File: src/rtl/truth_table_sweeper.sv
// Walks a 3-input gate through combinations 000..111 and builds its 8-bit truth-table code; start-to-done = 8*(SETTLE_CYCLES+1)+1 cycles.
// start is ignored while busy, with no queueing. Define TT_SWEEPER_CHECK_EN to add the expected-code comparison ports.
module truth_table_sweeper #(
   parameter int SETTLE_CYCLES = 4,
   parameter int CNT_W         = 8
) (
   input  logic       clk,
   input  logic       rst_n,
   input  logic       start,
   output logic       in1,
   output logic       in2,
   output logic       in3,
   input  logic       gate_out,
   output logic       busy,
   output logic       done,
   output logic [7:0] tt_code
`ifdef TT_SWEEPER_CHECK_EN
   ,
   input  logic [7:0] expected,
   output logic       mismatch,
   output logic [2:0] first_fail_idx
`endif
);

   typedef enum logic [1:0] {
      S_IDLE,
      S_SETTLE,
      S_SAMPLE,
      S_DONE
   } state_t;

   localparam logic [CNT_W-1:0] CNT_LAST =
      CNT_W'((SETTLE_CYCLES > 0) ? SETTLE_CYCLES - 1 : 0);

   state_t           state_q, state_d;
   logic [2:0]       idx_q, idx_d;
   logic [2:0]       combo_q, combo_d;
   logic [CNT_W-1:0] cnt_q, cnt_d;
   logic             busy_q, busy_d;
   logic [7:0]       tt_q, tt_d;

   always_ff @(posedge clk) begin
      if (!rst_n) begin
         state_q <= S_IDLE;
         idx_q   <= 3'd0;
         combo_q <= 3'd0;
         cnt_q   <= '0;
         busy_q  <= 1'b0;
         tt_q    <= 8'h00;
      end else begin
         state_q <= state_d;
         idx_q   <= idx_d;
         combo_q <= combo_d;
         cnt_q   <= cnt_d;
         busy_q  <= busy_d;
         tt_q    <= tt_d;
      end
   end

   always_comb begin
      state_d = state_q;
      idx_d   = idx_q;
      combo_d = combo_q;
      cnt_d   = cnt_q;
      busy_d  = busy_q;
      tt_d    = tt_q;
      case (state_q)
         S_IDLE: begin
            if (start) begin
               idx_d   = 3'd0;
               combo_d = 3'd0;
               cnt_d   = '0;
               busy_d  = 1'b1;
               if (SETTLE_CYCLES == 0) state_d = S_SAMPLE;
               else                    state_d = S_SETTLE;
            end
         end
         S_SETTLE: begin
            cnt_d = cnt_q + CNT_W'(1);
            if (cnt_q == CNT_LAST) state_d = S_SAMPLE;
         end
         S_SAMPLE: begin
            // combination idx lands in bit (7-idx), so idx 0 is the MSB
            tt_d[3'd7 - idx_q] = gate_out;
            if (idx_q == 3'd7) begin
               combo_d = 3'd0;
               state_d = S_DONE;
            end else begin
               idx_d   = idx_q + 3'd1;
               combo_d = idx_q + 3'd1;
               cnt_d   = '0;
               if (SETTLE_CYCLES == 0) state_d = S_SAMPLE;
               else                    state_d = S_SETTLE;
            end
         end
         S_DONE: begin
            busy_d  = 1'b0;
            combo_d = 3'd0;
            state_d = S_IDLE;
         end
         default: begin
            state_d = S_IDLE;
         end
      endcase
   end

   assign in1     = combo_q[2];
   assign in2     = combo_q[1];
   assign in3     = combo_q[0];
   assign busy    = busy_q;
   assign done    = (state_q == S_DONE);
   assign tt_code = tt_q;

`ifdef TT_SWEEPER_CHECK_EN
   logic [7:0] diff;
   logic       mismatch_q;
   logic [2:0] ffi_q;

   assign diff = tt_q ^ expected;

   // highest differing bit position corresponds to the lowest combination index
   function automatic logic [2:0] lowest_idx(input logic [7:0] d);
      logic [2:0] r;
      r = 3'd0;
      for (int i = 0; i < 8; i++) begin
         if (d[i]) r = 3'(7 - i);
      end
      return r;
   endfunction

   always_ff @(posedge clk) begin
      if (!rst_n) begin
         mismatch_q <= 1'b0;
         ffi_q      <= 3'd0;
      end else if (state_q == S_IDLE && start) begin
         mismatch_q <= 1'b0;
         ffi_q      <= 3'd0;
      end else if (state_q == S_DONE) begin
         mismatch_q <= |diff;
         ffi_q      <= lowest_idx(diff);
      end
   end

   assign mismatch       = mismatch_q;
   assign first_fail_idx = ffi_q;
`endif

endmodule
File: config.mk
export PLATFORM = sky130hd
export DESIGN_NAME = truth_table_sweeper
export DESIGN_NICKNAME = d
export VERILOG_FILES = /design/src/rtl/truth_table_sweeper.sv
export SDC_FILE = /design/constraint.sdc
export NUM_CORES = 1
export LEC_CHECK = 0
export ABC_AREA = 1
export BUFFER_PORTS_ARGS = -buffer_cell sky130_fd_sc_hd__buf_2
export CAP_MARGIN = 40
export CORE_MARGIN = 10
export CORE_UTILIZATION = 59
export CTS_CLUSTER_DIAMETER = 200
export CTS_CLUSTER_SIZE = 24
export DETAILED_ROUTE_END_ITERATION = 8
export PLACE_DENSITY = 0.86
export SYNTH_ARGS = -nofsm -noshare
export SYNTH_HDL_FRONTEND = slang
export SYNTH_SLANG_ARGS = --single-unit
File: constraint.sdc
create_clock -name clk -period 2.08 [get_ports clk]
set_input_delay 0.208 -clock clk [delete_from_list [all_inputs] [get_ports clk]]
set_output_delay 0.208 -clock clk [all_outputs]
set_load 0.01 [all_outputs]
Word level (Yosys, flattened, before mapping)
Cells that the tools add are included.
- register bits after elaboration: 25
- input port bits: 4
- output and inout port bits: 13
- logic and storage cells: 47
- $add $sub $neg: 3
- order comparisons: 2
- equal/unequal tests: 8
- mux-type cells: 17
- reductions and logical operators: 11
- operator list (operator ; number):
    8-bit case mux with 3 select lines ; 1
    8-bit 2-to-1 mux ; 2
    3-bit 2-to-1 mux ; 3
    3-bit case mux with 3 select lines ; 1
    8-bit by 1-bit adder with 8-bit output (second input constant) ; 1
    8-bit bitwise mux ; 1
    8-bit by 2-bit == test with 1-bit output (second input constant) ; 1
    2-bit case mux with 4 select lines ; 1
    2-bit 2-to-1 mux ; 3
    2-bit != test (second input constant) ; 3
    3-bit case mux with 2 select lines ; 1
    2-bit AND reduction ; 3
    3-bit AND reduction ; 2
    3-bit nonzero test ; 2
    2-bit == test (second input constant) ; 2
    3-bit by 4-bit less-than comparator with 1-bit output (second input constant) ; 1
    2-bit nonzero test ; 2
    3-bit by 1-bit adder with 3-bit output (second input constant) ; 1
    1-bit demux with 3-bit select ; 1
    3-bit == test (second input constant) ; 1
    3-bit by 1-bit greater-or-equal comparator with 1-bit output (second input constant) ; 1
    3-bit subtractor (first input constant) ; 1
    2-bit by 1-bit == test with 1-bit output (second input constant) ; 1
    2-bit zero test ; 1
    other kinds (3) ; 4

Logic depth before layout (Yosys ltp)
Gate-level depths: netlist of run 1.
- depth in word-level cells: 6
- mapped depth: 8
- depth with buffers taken out: 8

Least setup slack after synthesis of run 1
No wires, ideal clock.
- kind: flip-flop to flip-flop
- start point: register idx_q[0]
- end point: register cnt_q[5]
- library setup time: 113 ps
- arrival: 1271 ps
- data required time: 1967 ps
- slack: 697 ps
- cell stages (with the launch flop): 9
- buffers on the path: 0
- clock period less this slack: 1383 ps
- path through: dfxtp_1 -> ha_1 -> ha_1 -> o21ai_1 -> nand2_4 -> nor2_2 -> nand2_1 -> nand2_1 -> nor2_1
- cells in the longest elaborated chain, start to end: 3
- ends and longest elaborated chain (what ; RTL line ; text):
    start, declared ; 36 ; logic [2:0] idx_q, idx_d;
    start signal, assigned ; 52 ; idx_q <= idx_d;
    3-bit == test ; 85 ; if (idx_q == 3'd7) begin
    2-bit != test (no line) ; -- ;
    3-bit AND reduction (no line) ; -- ;
    end signal, assigned ; 54 ; cnt_q <= cnt_d;
    end, declared ; 38 ; logic [CNT_W-1:0] cnt_q, cnt_d;
Every way passes these cells.
A chain may end at the register's enable or synchronous reset.

Final worst setup path of run 1
- start point: register idx_q[0]
- end point: register cnt_q[6]
The elaborated chain is that of the path after synthesis.

==> summary.txt, run 1 <==
Synthesis
  • Synth top area share: 0.421
  • Synth cell types: 24
  • EDFF count, synth: 0
  • List of most frequent post-synthesis cells: nand2_1, dfxtp_1, a21oi_1, inv_1, nor2_1
  • Ys async rst share: 0
  • Flops & latches, synth: 25
  • Syn_area_per_cell: 7.24 µm²
  • Seq/Total Area, Yosys: 0.421
  • Synthesized net count: 171
  • Cell count after synthesis: 164
  • Top_reg_cell synth: dfxtp_1
  • Most common cell in the netlist: nand2_1
  • Ys Warns: 0
  • Largest area contributor in the synthesized netlist: dfxtp_1
  • Largest cells by area after synthesis: dfxtp_1, nand2_1, a21oi_1
  • Post-Synthesis Cell Area: 1190 µm²

Timing
  • Setup TNS Final: 0 ps
  • Setup slack after layout: 507 ps
  • Worst-margin pin slew: 356 ps
  • Clk_skew: 8.21 ps
  • Tmin final: 1570 ps
  • Achievable Freq: 636 MHz
  • Fin crit share: 0.756
  • RSZ-0062 raised after global routing: no
  • Slew HR: 0.762
  • Final setup violation count: 0
  • Max Slew Vio Count: 0
  • Fin. Hold Viols: 0

Detailed routing
  • Drt pass-1 iters: 5
  • Final ANT Viol Nets: 0
  • Routed WL: 2450 µm
  • Total number of vias: 1,113
  • Routed WL per cell: 11.7 µm
  • # DRC: 0
  • Via/cell ratio: 5.33
  • Iteration-0 DRC Markers: 54

Global routing
  • Vias in the first global route: 1,034
  • GR Util met2: 0.206
  • Met3 Usage GRT: 0.0361
  • Largest net degree at the start of global routing: 20
  • Initial antenna violation count: 0
  • Met1 Usage GRT: 0.130
  • GR peak layer: met2
  • First-pass GRT wire length: 4280 µm
  • Total grt overflow: 0
  • GR Util All Layers: 0.121

Critical path
  • Critical path data arrival time: 1800 ps
  • Slack of the worst reg-to-reg path: 510 ps
  • Worst setup path class: reg -> reg
  • CP peak stage delay: 390 ps
  • Cells on worst reg2reg path: 8
  • Data required, critical path: 2300 ps
  • Worst setup path end: cnt_q[6]$_SDFFE_PN0P_
  • R2R Path Start: idx_q[0]$_SDFFE_PN0P_
  • Slowest CP cell: dfxtp_1
  • Worst Setup SP: idx_q[0]$_SDFFE_PN0P_
  • Worst setup SP type: flop
  • Critical path fanouts, max: 9
  • Critical Path Sink Type: flop
  • RR Endpoint: cnt_q[6]$_SDFFE_PN0P_
  • Critical Path, Cell by Cell: ha_1 -> ha_1 -> o21ai_1 -> nand2_4 -> nor2_2 -> nand2_1 -> nand2_1 -> nor2_1

Finish
  • Final-stage net count: 190
  • Layout cell share with drive strength beyond 1: 0.192
  • Area grow syn2layout: 11.1%
  • Fillers: 174
  • N_diodes: 0

Die
  • DIE WIDTH: 64.9 µm
  • Starting Density: 0.611
  • IO Count: 17
  • Core Area: 1940 µm²
  • Num rows: 16
  • Die height: 64.9 µm
  • Total die area: 4210 µm²

Status
  • Status: finished clean

Job
  • Max Cap Viol: 0

Clock network
  • CTS buffer count: 3
  • CTS tree: yes
  • Setup bufs post-CTS: 0
  • Worst-skew pair later-pin latency: 320 ps
  • H-tree Lvls: 1
  • Root buf cell: clkbuf_4
  • Hold buffer count at CTS: 0
  • CTS max path bufs: 2
  • Clock-pin slew of the registers on the worst-case setup and hold paths: 130 ps
  • CTS sink cnt: 25
  • # resized after CTS: 0

Pwr
  • Cell internal pwr: 0.000598 W
  • Pwr dens: 621 nW/µm²
  • Sequential cell fraction of total power: 0.614
  • Clock share of power: 0.261
  • Pleak: 0.581 nW
  • Combinational share of power: 0.126
  • Switching Share: 0.270
  • Psw: 0.000221 W
  • Peak VDD IR: 480 µV

Place
  • DPL Wire Length: 1910 µm
  • Worst slack at placement: 541 ps
  • Placer congestion estimate: 0.861
  • Port-buffer cells: 16

Min path
  • Hold depth: 3
  • Hold WC Path Type: in -> reg
-- power by group through the flow --
stage	combinational, W	clock (W)	sequential, W
finish	0.000103	0.000214	0.000503
global route	0.000116	0.000235	0.000504
CTS	0.000104	0.000219	0.000503
detailed placement	0.000103	0	0.000513
global placement	0.000101	0	0.000512
floorplan	0.0000775	0	0.000513
-- layer usage --
metal,share of wire,vias to the layer above
li1,-,570
met1,0.42,508
met2,0.50,27
met3,0.049,8
met4,0.026,0
met5,0,-
-- worst max-delay path: cells and delay by family, from the launching register on --
family	cells	cell delay, ps
fa+ha+maj	2	440
flops	1	390
simple gates	5	420
compound gates	1	220
-- worst min-delay path by stage --
stage                                  from                       to  slack (ps)
global placement    combo_q[2]$_SDFFE_PN0P_  combo_q[2]$_SDFFE_PN0P_         450
floorplan                             start        busy$_SDFFE_PN0P_         370
detailed placement  combo_q[2]$_SDFFE_PN0P_  combo_q[2]$_SDFFE_PN0P_         450
CTS                                   start        busy$_SDFFE_PN0P_         150
finish                                start        busy$_SDFFE_PN0P_         160
global route                          start        busy$_SDFFE_PN0P_         150
-- cell type report --
cell class | count | area [µm²] | share of cell area
clock buffers | 4 | 26.3 | 0.0199
flip-flops and latches | 25 | 500 | 0.380
repair buffers | 16 | 80.1 | 0.0607
inverters | 22 | 82.6 | 0.0626
multi-input cells | 115 | 596 | 0.452
well taps | 27 | 33.8 | 0.0256
-- cell usage in the layout (no fill, tap or decap), types with 2 or more instances in the layout --
cell type   n
nand3_1    12
nand2_2     3
buf_2      16
a21oi_1    20
o21ai_0    11
o21bai_1    2
inv_2       5
inv_1      17
nand2_1    35
nor2_1     16
clkbuf_4    3
ha_1        3
dfxtp_1    25
nor2_2      3
-- logic make-up (layout without fill, tap and decap cells) --
kind of cell / Yosys count / in the layout / share of synthesized area
simple gates: 74 / 74 / 0.289
compound gates: 38 / 38 / 0.181
flops: 25 / 25 / 0.421
buf+inv: 24 / 42 / 0.0769
fa+ha+maj: 3 / 3 / 0.0316
-- stage by stage --
stage	hold WS, ps	utilization	power (W)	area, µm²	instances
finish	163	0.679	0.000819	1320	209
global route	148	0.679	0.000856	1320	209
CTS	154	0.679	0.000825	1320	209
detailed placement	453	0.666	0.000616	1290	205
global placement	448	0.666	0.000613	1290	205
floorplan	368	-	0.000590	1190	164
-- state kept, by name (all words and copies together), names as in the netlist --
name	count
busy	1
cnt_q	8
combo_q	3
idx_q	3
state_q	2
tt_code	8
Power figures use the tool's default switching activity.
==> inputs of run 2 (changes only) <==
CORE_UTILIZATION = 55   (was 59)
PLACE_DENSITY = 0.81   (was 0.86)
clock period = 1.5 ns   (was 2.08 ns; I/O delays follow)
==> run 2 against run 1 <==
Hold slack got worse by 55 ps; sequential cell count unchanged; sequential power increased by 39%; critical path type unchanged; critical path depth unchanged; first-iteration DRC count decreased by 15%; largest power group unchanged; die area increased by 5.0%; clock skew decreased by 0.60 ps; highest routed layer unchanged.
==> summary.txt, run 2 (synthesis results as in run 1) <==
Status
  • Status: finished clean

Min path
  • Hold WC Path Type: in -> reg

Timing
  • Final setup violation count: 0 (unchanged)
  • Fin. Hold Viols: 0 (unchanged)
  • Worst-margin pin slew: 352 ps (-4.13 ps)
  • Slew HR: 0.765 (+0.00275)
  • Tmin final: 1410 ps (-159 ps)
  • Max Slew Vio Count: 0 (unchanged)
  • Fin crit share: 0.943 (+0.187)
  • Clk_skew: 7.61 ps (-0.596 ps)
  • Achievable Freq: 707 MHz (+11%)

Pwr
  • Clock share of power: 0.254 (-0.007)
  • Pleak: 0.587 nW (+1.0%)
  • Sequential cell fraction of total power: 0.617 (+0.003)
  • Cell internal pwr: 0.000831 W (+39%)
  • Pwr dens: 847 nW/µm² (+36%)
  • Peak VDD IR: 651 µV (+36%)
  • Psw: 0.000299 W (+35%)
  • Switching Share: 0.265 (-0.00548)
  • Combinational share of power: 0.129 (+0.003)

Place
  • Port-buffer cells: 16 (unchanged)
  • DPL Wire Length: 1980 µm (+3.6%)
  • Placer congestion estimate: 0.826 (-4.1%)
  • Placed Cells: 206 (+0.49%)

Finish
  • Most frequent cells in the layout: nand2_1, dfxtp_1, a21oi_1
  • Layout cell share with drive strength beyond 1: 0.208 (+0.0153)
  • Most common cell after layout, fill and taps aside: nand2_1
  • Fillers: 194 (+11%)
  • Sequential Area: 500 µm² (unchanged)
  • Final Instance Count excl. Fillers: 210 (+0.48%)
  • Finished Core Util: 0.666 (-0.0129)
  • N_diodes: 0 (unchanged)
  • Footprint of the multi-input gates: 603 µm² (+1.3%)
  • Final-stage net count: 191 (+0.53%)
  • Area grow syn2layout: 12.3%

Clock network
  • CTS tree: yes
  • Clock-pin slew of the registers on the worst-case setup and hold paths: 130 ps (about the same)
  • # resized after CTS: 0 (unchanged)
  • CTS sink cnt: 25 (unchanged)
  • Root buf cell: clkbuf_4
  • Setup bufs post-CTS: 0 (unchanged)
  • CTS buffer count: 3 (unchanged)
  • CTS max path bufs: 2 (unchanged)
  • Hold buffer count at CTS: 0 (unchanged)
  • H-tree Lvls: 1 (unchanged)
  • Worst-skew pair later-pin latency: 310 ps (about the same)

Global routing
  • First-pass GRT wire length: 4180 µm (-2.3%)
  • Total grt overflow: 0 (unchanged)
  • Largest net degree at the start of global routing: 20 (unchanged)
  • Initial antenna violation count: 0 (unchanged)
  • Vias in the first global route: 996 (-3.7%)
  • GR Util All Layers: 0.117 (-0.00421)

Detailed routing
  • Via/cell ratio: 5.20 (-2.4%)
  • Routed WL: 2470 µm (+0.90%)
  • Drt pass-1 iters: 4 (-1)
  • Total number of vias: 1,091 (-2.0%)
  • Final ANT Viol Nets: 0 (unchanged)
  • Routed WL per cell: 11.8 µm (+0.42%)
  • Iteration-0 DRC Markers: 46 (-15%)
  • # DRC: 0 (unchanged)

Critical path
  • CP peak stage delay: 370 ps (-20 ps)
  • Worst setup SP type: flop
  • Critical path data arrival time: 1640 ps (-160 ps)
  • Slowest CP cell: dfxtp_1
  • Critical path fanouts, max: 9 (unchanged)
  • Worst setup path class: reg -> reg
  • Critical Path Sink Type: flop
  • Critical Path, Cell by Cell: ha_1 -> ha_1 -> o21ai_2 -> nand2_4 -> nor2_1 -> nand2_1 -> nand2_1 -> nor2_1
  • Data required, critical path: 1730 ps (-570 ps)

Job
  • Max Cap Viol: 0 (unchanged)

Die
  • Starting Density: 0.593 (-0.0183)
  • Num rows: 16 (unchanged)
  • DIE WIDTH: 66.5 µm (+2.5%)
  • Die height: 66.5 µm (+2.5%)
  • Total die area: 4420 µm² (+5.0%)
  • IO Count: 17 (unchanged)
  • Core Area: 2000 µm² (+3.1%)
## run 2: changes by cell type in the layout (fill, tap and decap cells not counted), sizes merged
| cell | change |
|---|---|
| buf | +1 |
## run 2: cell type report
cell class,instances,share of cell area
multi-input combinational,115,0.452
sequential,25,0.375
timing repair buffer,17,0.0657
inverter,22,0.0619
tap,27,0.0253
clock buffer,4,0.0197
## run 2: per-layer routing
| layer | vias up | share of wire | track usage |
|---|---|---|---|
| met4 | 0 | 0.012 | 0.0497 |
| li1 | 572 | - | - |
| met5 | - | 0 | 0 |
| met3 | 4 | 0.068 | 0.0301 |
| met1 | 493 | 0.45 | 0.141 |
| met2 | 22 | 0.46 | 0.190 |
## run 2: final timing paths
kind | startpoint | to | slack (ps) | cells after the start
hold / removal | start | busy$_SDFFE_PN0P_ | 110 | 3
hold reg to reg | combo_q[0]$_SDFFE_PN0P_ | combo_q[0]$_SDFFE_PN0P_ | 470 | 2
setup / recovery | idx_q[1]$_SDFFE_PN0P_ | cnt_q[7]$_SDFFE_PN0P_ | 90 | 8
setup reg to reg | idx_q[1]$_SDFFE_PN0P_ | cnt_q[7]$_SDFFE_PN0P_ | 90 | 8
## run 2: through the flow
step	setup WS, ps	power, W	hold WS [ps]	setup TNS, ps	cell area (µm²)
finish	85.9	0.00113	108	0	1330
global route	-6.29	0.00119	136	-8.57	1330
CTS	48.4	0.00114	102	0	1330
detailed placement	51.9	0.000855	448	0	1300
global placement	116	0.000851	438	0	1300
floorplan	117	0.000818	310	0	1190
## run 2: power groups by stage
stage                     Clock, W  Combinational [W]  Sequential (W)
after floorplan                  0           0.000107        0.000711
after global placement           0           0.000142        0.000709
after detailed placement         0           0.000145        0.000710
after CTS                 0.000301           0.000146        0.000695
after global routing      0.000325           0.000165        0.000700
final                     0.000287           0.000145        0.000697
## run 2: worst max-delay path: cells and delay by family, from the launching register on
family                   cells  cell delay, ps
adder cells (fa/ha/maj)      2             420
flip-flops                   1             370
AND/OR/NAND/NOR              5             370
AO/OA/AOI/OAI                1             170
